===== src/rtl/sort_10_stream_ctrl_pkg.sv =====
// Shared types and constants for the sorting-network stream controller.
package sort_pkg;
  localparam int N_LANES      = 10;
  localparam int SORT_LATENCY = 8;

  typedef logic [31:0] data_t;
  typedef logic [3:0]  cnt_t;

  localparam data_t PAD_VALUE = 32'hFFFF_FFFF;

  typedef struct packed {
    data_t [N_LANES-1:0] lanes;
    cnt_t                k;
  } res_t;

  typedef enum logic {S_GATHER, S_ISSUE} state_t;
endpackage


===== src/rtl/sort_10_stream_ctrl_fifo.sv =====
// Small result buffer holding sorted jobs until they are serialized out.
module sort_result_fifo
  import sort_pkg::*;
#(
  parameter int DEPTH = 2,
  localparam int CW = $clog2(DEPTH + 1),
  localparam int PW = (DEPTH > 1) ? $clog2(DEPTH) : 1
) (
  input  logic          clk,
  input  logic          rst_n,
  input  logic          push_i,
  input  res_t          push_data_i,
  input  logic          pop_i,
  output res_t          head_o,
  output logic [CW-1:0] count_o
);
  res_t          mem_q [DEPTH];
  logic [PW-1:0] wr_ptr_q, rd_ptr_q;
  logic [CW-1:0] count_q;

  function automatic logic [PW-1:0] ptr_inc(input logic [PW-1:0] p);
    return (p == PW'(DEPTH - 1)) ? '0 : p + 1'b1;
  endfunction

  always_ff @(posedge clk or negedge rst_n) begin
    if (!rst_n) begin
      wr_ptr_q <= '0;
      rd_ptr_q <= '0;
      count_q  <= '0;
    end else begin
      if (push_i) wr_ptr_q <= ptr_inc(wr_ptr_q);
      if (pop_i)  rd_ptr_q <= ptr_inc(rd_ptr_q);
      count_q <= count_q + CW'(push_i) - CW'(pop_i);
    end
  end

  // Storage needs no reset: validity is carried entirely by count_q.
  always_ff @(posedge clk) begin
    if (push_i) mem_q[wr_ptr_q] <= push_data_i;
    if (rst_n) assert (!(push_i && count_q == CW'(DEPTH)))
      else $error("result buffer overflow on capture");
  end

  assign head_o  = mem_q[rd_ptr_q];
  assign count_o = count_q;
endmodule


===== src/rtl/sort_10_stream_ctrl.sv =====
// Gathers stream words into jobs, issues them to a free-running sorter under
// credit control, and serializes the K smallest sorted words back out.
module sort_10_stream_ctrl
  import sort_pkg::*;
#(
  parameter int RES_DEPTH = 2
) (
  input  logic                   clk,
  input  logic                   rst_n,
  input  logic                   in_valid,
  output logic                   in_ready,
  input  data_t                  in_data,
  input  logic                   in_last,
  output logic [N_LANES*32-1:0]  srt_in,
  input  logic [N_LANES*32-1:0]  srt_out,
  output logic                   out_valid,
  input  logic                   out_ready,
  output data_t                  out_data,
  output logic                   out_last,
  output logic                   busy,
  output logic [15:0]            jobs_done
);
  localparam int CW = $clog2(RES_DEPTH + 1);

  state_t                    state_q;
  data_t [N_LANES-1:0]       lanes_q;
  cnt_t                      wr_idx_q, k_q, rd_idx_q;
  logic [SORT_LATENCY-1:0]   vld_pipe_q;
  cnt_t [SORT_LATENCY-1:0]   k_pipe_q;
  logic [15:0]               jobs_done_q;

  logic          accept, close, fire, capture, pop;
  res_t          push_data, head;
  logic [CW-1:0] buf_count;

  assign in_ready = rst_n && (state_q == S_GATHER);
  assign accept   = in_valid && in_ready;
  assign close    = accept && (in_last || wr_idx_q == cnt_t'(N_LANES - 1));
  // Registered counts only: a job still counts until its capture edge, so the
  // buffer always has room when the tracking pipe delivers it.
  assign fire     = (state_q == S_ISSUE) &&
                    (($countones(vld_pipe_q) + 32'(buf_count)) < RES_DEPTH);

  always_ff @(posedge clk or negedge rst_n) begin
    if (!rst_n) begin
      state_q  <= S_GATHER;
      lanes_q  <= {N_LANES{PAD_VALUE}};
      wr_idx_q <= '0;
      k_q      <= '0;
    end else begin
      case (state_q)
        S_GATHER: if (accept) begin
          lanes_q[wr_idx_q] <= in_data;
          wr_idx_q          <= wr_idx_q + 1'b1;
          if (close) begin
            k_q     <= wr_idx_q + 1'b1;
            state_q <= S_ISSUE;
          end
        end
        S_ISSUE: if (fire) begin
          lanes_q  <= {N_LANES{PAD_VALUE}};
          wr_idx_q <= '0;
          state_q  <= S_GATHER;
        end
        default: state_q <= S_GATHER;
      endcase
    end
  end

  assign srt_in = lanes_q;

  always_ff @(posedge clk or negedge rst_n) begin
    if (!rst_n) begin
      vld_pipe_q <= '0;
      k_pipe_q   <= '0;
    end else begin
      vld_pipe_q <= {vld_pipe_q[SORT_LATENCY-2:0], fire};
      k_pipe_q   <= {k_pipe_q[SORT_LATENCY-2:0], k_q};
    end
  end

  assign capture         = vld_pipe_q[SORT_LATENCY-1];
  assign push_data.lanes = srt_out;
  assign push_data.k     = k_pipe_q[SORT_LATENCY-1];

  sort_result_fifo #(.DEPTH(RES_DEPTH)) u_fifo (
    .clk        (clk),
    .rst_n      (rst_n),
    .push_i     (capture),
    .push_data_i(push_data),
    .pop_i      (pop),
    .head_o     (head),
    .count_o    (buf_count)
  );

  assign out_valid = (buf_count != '0);
  assign out_last  = out_valid && (rd_idx_q == head.k - 4'd1);
  assign out_data  = out_valid ? head.lanes[rd_idx_q] : '0;
  assign pop       = out_valid && out_ready && out_last;

  always_ff @(posedge clk or negedge rst_n) begin
    if (!rst_n) begin
      rd_idx_q    <= '0;
      jobs_done_q <= '0;
    end else if (out_valid && out_ready) begin
      if (out_last) begin
        rd_idx_q    <= '0;
        jobs_done_q <= jobs_done_q + 16'd1;
      end else begin
        rd_idx_q <= rd_idx_q + 1'b1;
      end
    end
  end

  assign jobs_done = jobs_done_q;
  assign busy      = (state_q == S_ISSUE) || (wr_idx_q != '0) ||
                     (|vld_pipe_q) || (buf_count != '0);
endmodule


===== config.mk =====
export PLATFORM = sky130hd
export DESIGN_NAME = sort_10_stream_ctrl
export DESIGN_NICKNAME = d
export VERILOG_FILES = /design/src/rtl/sort_10_stream_ctrl_pkg.sv /design/src/rtl/sort_10_stream_ctrl_fifo.sv /design/src/rtl/sort_10_stream_ctrl.sv
export SDC_FILE = /design/constraint.sdc
export NUM_CORES = 1
export LEC_CHECK = 0
export ABC_CLOCK_PERIOD_IN_PS = 23000
export CORE_MARGIN = 4
export CORE_UTILIZATION = 45
export CTS_BUF_LIST = sky130_fd_sc_hd__clkbuf_16
export CTS_CLUSTER_DIAMETER = 40
export CTS_CLUSTER_SIZE = 14
export DETAILED_ROUTE_END_ITERATION = 8
export PLACE_DENSITY = 0.79
export SYNTH_ARGS = -nofsm -noshare
export SYNTH_HDL_FRONTEND = slang
export SYNTH_HIERARCHICAL = 1
export SYNTH_SLANG_ARGS = --single-unit

===== constraint.sdc =====
create_clock -name clk -period 23 [get_ports clk]
set_clock_uncertainty 0.2 [all_clocks]
set_input_delay 6.9 -clock clk [delete_from_list [all_inputs] [get_ports clk]]
set_output_delay 6.9 -clock clk [all_outputs]
set_load 0.02 [all_outputs]

* Yosys cells after proc, flatten, opt, wreduce, memory -nomap -nowiden
Memory sizes are Yosys's and may differ from the RTL's.
Index checks and enable logic that the tools add are counted.
** Word-level totals
- Register bits :: 393
- Bits in latches :: 0
- Memory bits (writable) :: 648
- Memory bits (read-only) :: 0
- Bits of input ports :: 357
- Output and inout port bits :: 372
- Word-level logic and storage cells :: 92
- Memories kept :: 1
** Operators by class
- $add $sub $neg :: 16
- $mul :: 0
- Div/mod/pow operators :: 0
- Order comparisons :: 4
- Equal/unequal tests :: 4
- Shifts and indexed selects :: 0
- Muxes and demuxes :: 21
- Bitwise logic cells :: 1
- Reductions and logical operators :: 18
** Memories
- u_fifo.mem_q :: depth 2, width 324, rd ports 1, clocked after Yosys merged registers in 0, write ports 1, RTL line sort_10_stream_ctrl_fifo.sv:17 : res_t mem_q [DEPTH];
** Operators with widths (count)
- two-way mux 320 bit :: 2
- one-hot mux 320 bit (2 select lines) :: 1
- bitwise mux 320 bit :: 1
- binary-select mux 32 bit (select 4 bit) :: 1
- demux 32 bit (select 4 bit) :: 1
- two-way mux 32 bit :: 3
- adder 16 x 1 -> 16 bit (second input constant) :: 1
- two-way mux 4 bit :: 3
- less-than comparator 4 x 5 -> 1 bit (second input constant) :: 2
- adder 1 x 1 -> 2 bit :: 4
- adder 4 x 1 -> 4 bit (second input constant) :: 2
- logical AND 1 bit :: 8
- one-hot mux 4 bit (2 select lines) :: 1
- OR reduction 8 bit :: 1
- two-way mux 1 bit :: 7
- adder 2 x 2 -> 3 bit :: 2
- adder 4 x 2 -> 5 bit :: 1
- less-than comparator 5 x 2 -> 1 bit (second input constant) :: 1
- adder 3 x 3 -> 4 bit :: 1
- == test 4 bit :: 1
- == test 4 bit (second input constant) :: 1
- greater-or-equal comparator 4 x 1 -> 1 bit (second input constant) :: 1
- logical OR 1 bit :: 4
- AND reduction 2 bit :: 2
- other kinds (11) :: 12

* Logic depth before layout (Yosys ltp)
- Depth after elaboration :: 8
- Gate-level depth with buffers :: 15
- Depth with buffers taken out :: 13

* Modules after synthesis
The synthesis kept the hierarchy.
** By module, submodules not included
- sort_result_fifo :: times used 1, cells each 1021, area each 23730.3 µm², seq. area each 19558.8 µm²
- sort_10_stream_ctrl :: times used 1, cells each 1306, area each 19133.4 µm², seq. area each 10134.7 µm²

* Worst setup path after synthesis
OpenSTA, ideal clock, no wires.
- Kind :: reg2reg
- Start point :: register u_fifo.wr_ptr_q
- End point :: memory u_fifo/mem_q[0][0] in the netlist's numbering (enable)
- Setup time :: 1055 ps
- Arrival :: 14667 ps
- Required time :: 21745 ps
- Slack :: 7078 ps
- Cell stages (with the launch flop) :: 2
- Buffers on the path :: 0
- Period minus slack after synthesis :: 15922 ps
- Path through :: dfrtp_1 nor2b_1
** RTL lines
- from (decl) :: RTL line sort_10_stream_ctrl_fifo.sv:18 : logic [PW-1:0] wr_ptr_q, rd_ptr_q;
- from (signal assigned) :: RTL line sort_10_stream_ctrl_fifo.sv:31 : if (push_i) wr_ptr_q <= ptr_inc(wr_ptr_q);
- to (decl) :: RTL line sort_10_stream_ctrl_fifo.sv:17
No word-level cell before the write port.

* Final worst setup path
- Start point :: input port rst_n
- End point :: output port in_ready
** Between the ends
- Longest elaborated chain between the ends :: 1
** RTL lines
- from (decl) :: RTL line sort_10_stream_ctrl.sv:9 : input logic rst_n,
- logical AND 1 bit :: RTL line sort_10_stream_ctrl.sv:36 : assign in_ready = rst_n && (state_q == S_GATHER);
- to (decl) :: RTL line sort_10_stream_ctrl.sv:11 : output logic in_ready,
No other way between the ends.

==> run_results.csv <==
group,metric,value,unit
status,status,"complete, no violations",
grt,grt_pass1_vias,25200,
sta,timing.final.crit_share,67.4,%
grt,antenna_found_initial,29,
finish,layout_common_cells,"727 x clkdlybuf4s50_1, 648 x edfxtp_1, 445 x mux2_2, 320 x dfstp_2, 230 x mux2_4",
sta,rsz0062_at_grt,"no",
floorplanning,io_pins,729,
synth,ys_ff_latch,1041,
worst_setup_path,critical_path.max_fanout,96,
flow_run,max-cap-violations,0,
finish,final.fill_count,6781,
clocking,cts.sinks,1041,
detailed_routing,drc,0,
worst_setup_path,path_class,"in2out",
clocking,cts.clk_slew.worst_paths,0.05,ns
detailed_routing,viasPerCell,5.36,
placement,place_area,51000,µm²
floorplanning,dieArea,100000,µm²
synth,yosysSeqAreaShare,69.3,%
clocking,cts_buffers,135,
clocking,cts-root-buf,"clkbuf_16",
synth,synth_edf_count,648,
synth,synth.cell_area,42900,µm²
synth,syn_inst,2327,
finish,areaGrowthSynthToFinish,30.0,%
floorplanning,rows,112,
clocking,clk_latency,0.73,ns
sta,max_freq,64.5,MHz
grt,gr-total-overflow,0,
clocking,cts_tree,"done",
sta,max_slew_margin,24.1,%
min_path,hold_path_class,"reg2reg",
synth,yosys_warnings,6,
finish,drive_gt1_share,41.8,%
placement,gp_congestion,0.832,
sta,hold_violations,0,
finish,regArea,29700,µm²
floorplanning,die_h,317,µm
finish,stdcell_count,4450,
clocking,clockBufferDepth,3,
detailed_routing,first_iter_violations,2000,
floorplanning,fp.coreArea,93900,µm²
detailed_routing,detail-route-antenna-nets,0,
synth,syn_nets,2704,
detailed_routing,wirelength,116,mm
worst_setup_path,rrSetupSlack,17.87,ns
finish,fin_nets,3446,
grt,grt_pass1_wl,167,mm
placement,dp.cells,4186,
sta,finalSetupTns,0,ns
sta,fin_crit,15.50,ns
clocking,cts.repair.resized,0,
synth,synthDistinctLibCells,51,
clocking,hold_buffers,0,
floorplanning,die_x,317,µm
clocking,post_cts_buffers,0,
synth,ys_async_sr_fraction,37.8,%
synth,syn-mean-instance-area,18.4,µm²
sta,tightestPinTransition,1.14,ns
synth,synth-main-ff-cell,"edfxtp_1",
finish,multi_input_area,12100,µm²
sta,finalSetupViolCount,0,
sta,drv_slew,0,
finish,fin_area,55700,µm²
finish,final_common_cell,"clkdlybuf4s50_1",
placement,hpwlAfterDp,76.5,mm
placement,portBuffers,728,
worst_setup_path,critPathArrivalTime,8.40,ns
pwr,powerDensity,147,nW/µm²
clocking,htree_levels,4,
worst_setup_path,critPathRequiredTime,15.90,ns
worst_setup_path,start_kind,"input port",
detailed_routing,first_pass_iters,6,
worst_setup_path,endpoint_kind,"primary output",
sta,hold_ws,0.132,ns
detailed_routing,dr_total_vias,23800,
pwr,ir_drop,0.118,mV
grt,grt_max_degree,168,
grt,grt_use_total,22.7,%
floorplanning,floorplan.initialDensity,45.7,%
detailed_routing,routedWlPerCell,26.1,µm
pwr,power.leakage,20.2,nW
[registers in the layout, indices dropped and copies added (netlist names)]
register and count:
rd_idx_q 4, srt_in 320, u_fifo/wr_ptr_q 1, jobs_done 16
u_fifo/count_o 2, state_q 1, wr_idx_q 4, u_fifo/mem_q 648
k_pipe_q 32, u_fifo/rd_ptr_q 1, k_q 4, vld_pipe_q 8
[area by class of cell]
class,instances,share of cell area [%]
clock buffers,142,6.38
repair buffers,753,13.5
inverters,25,0.168
diodes,20,0.0898
well taps,1254,2.82
clock inverters,102,2.01
multi-input cells,1113,21.7
flip-flops and latches,1041,53.3
[critical path: stages]
cell             delay [ns]
buf_8                  0.47
nor2b_2                0.30
clkdlybuf4s50_1        0.63
[cells in the mapped netlist, types with 2 or more instances]
library cell    n  area [µm²]
a2111oi_0      32         280
a211oi_1       32         240
a21o_4          7         105
a21oi_1        35         175
and2_1          3        18.8
and3_1          5        31.3
buf_1          37         139
buf_2          27         135
buf_4           9        67.6
buf_6          53         597
clkbuf_1       22        82.6
dfrtp_1        73        1830
dfstp_2       320        8410
edfxtp_1      648       19500
fa_1            5         100
ha_1           15         188
inv_1          25        93.8
mux2_1          3        33.8
mux2_2        445        5010
mux2_4        230        3450
mux2i_1        33         330
mux4_2         32         721
nand2_1        15        56.3
nand2b_1        3        18.8
nand3_1        13        65.1
nand4_1         6        37.5
nor2_1         70         263
nor2b_1        35         219
nor3_1          7        35.0
nor3_4          2        32.5
nor4_1          2        12.5
o21ai_0        10        50.1
or2_2          32         200
xnor2_1        17         149
xor2_1          8        70.1
[logic make-up (layout without fill, tap and decap cells)]
family,Yosys count,in the layout,share of synthesized area (%)
and+or+nand+nor,199,199,2.44
AOI/OAI and AO/OA,125,125,2.17
muxes,743,743,22.3
xor gates and xnor gates,26,26,0.566
adders and majority gates,20,20,0.671
DFF,1041,1041,69.3
buffers and inverters,173,1022,2.60
other,0,20,0
[power by group]
group	switching (W)	internal, W
Sequential	0.000240	0.00261
Combinational	0.00160	0.00158
Clock	0.000837	0.00132
[metrics by stage]
stage	setup slack (ns)	total power, W	util, %
2_1_floorplan	7.08	0.00494	-
3_3_place_gp	7.47	0.00598	54.3
3_5_place_dp	7.46	0.00604	54.3
4_1_cts	7.46	0.00824	59.3
5_1_grt	7.37	0.00850	59.3
6_report	7.50	0.00818	59.4
[routing by layer]
layer	global-route usage, %	share of wire [%]	vias to the layer above	routed length, µm
li1	-	-	10300	-
met1	26.9	38	12300	43600
met2	37.1	49	964	56600
met3	8.73	10	228	11600
met4	9.49	3.6	26	4220
met5	0	0.14	-	168
[final timing paths]
check	start	to	cells past startpoint
max in group asynchronous	rst_n	srt_in[98]	3
worst max register to register	vld_pipe_q[0]	srt_in[30]	13
min in group asynchronous	rst_n	k_pipe_q[11]	1
worst min register to register	k_pipe_q[26]	k_pipe_q[30]	0
worst max-delay path	rst_n	in_ready	3
worst min-delay path	k_pipe_q[26]	k_pipe_q[30]	0
Note: power is estimated with default switching activity, not from simulation.
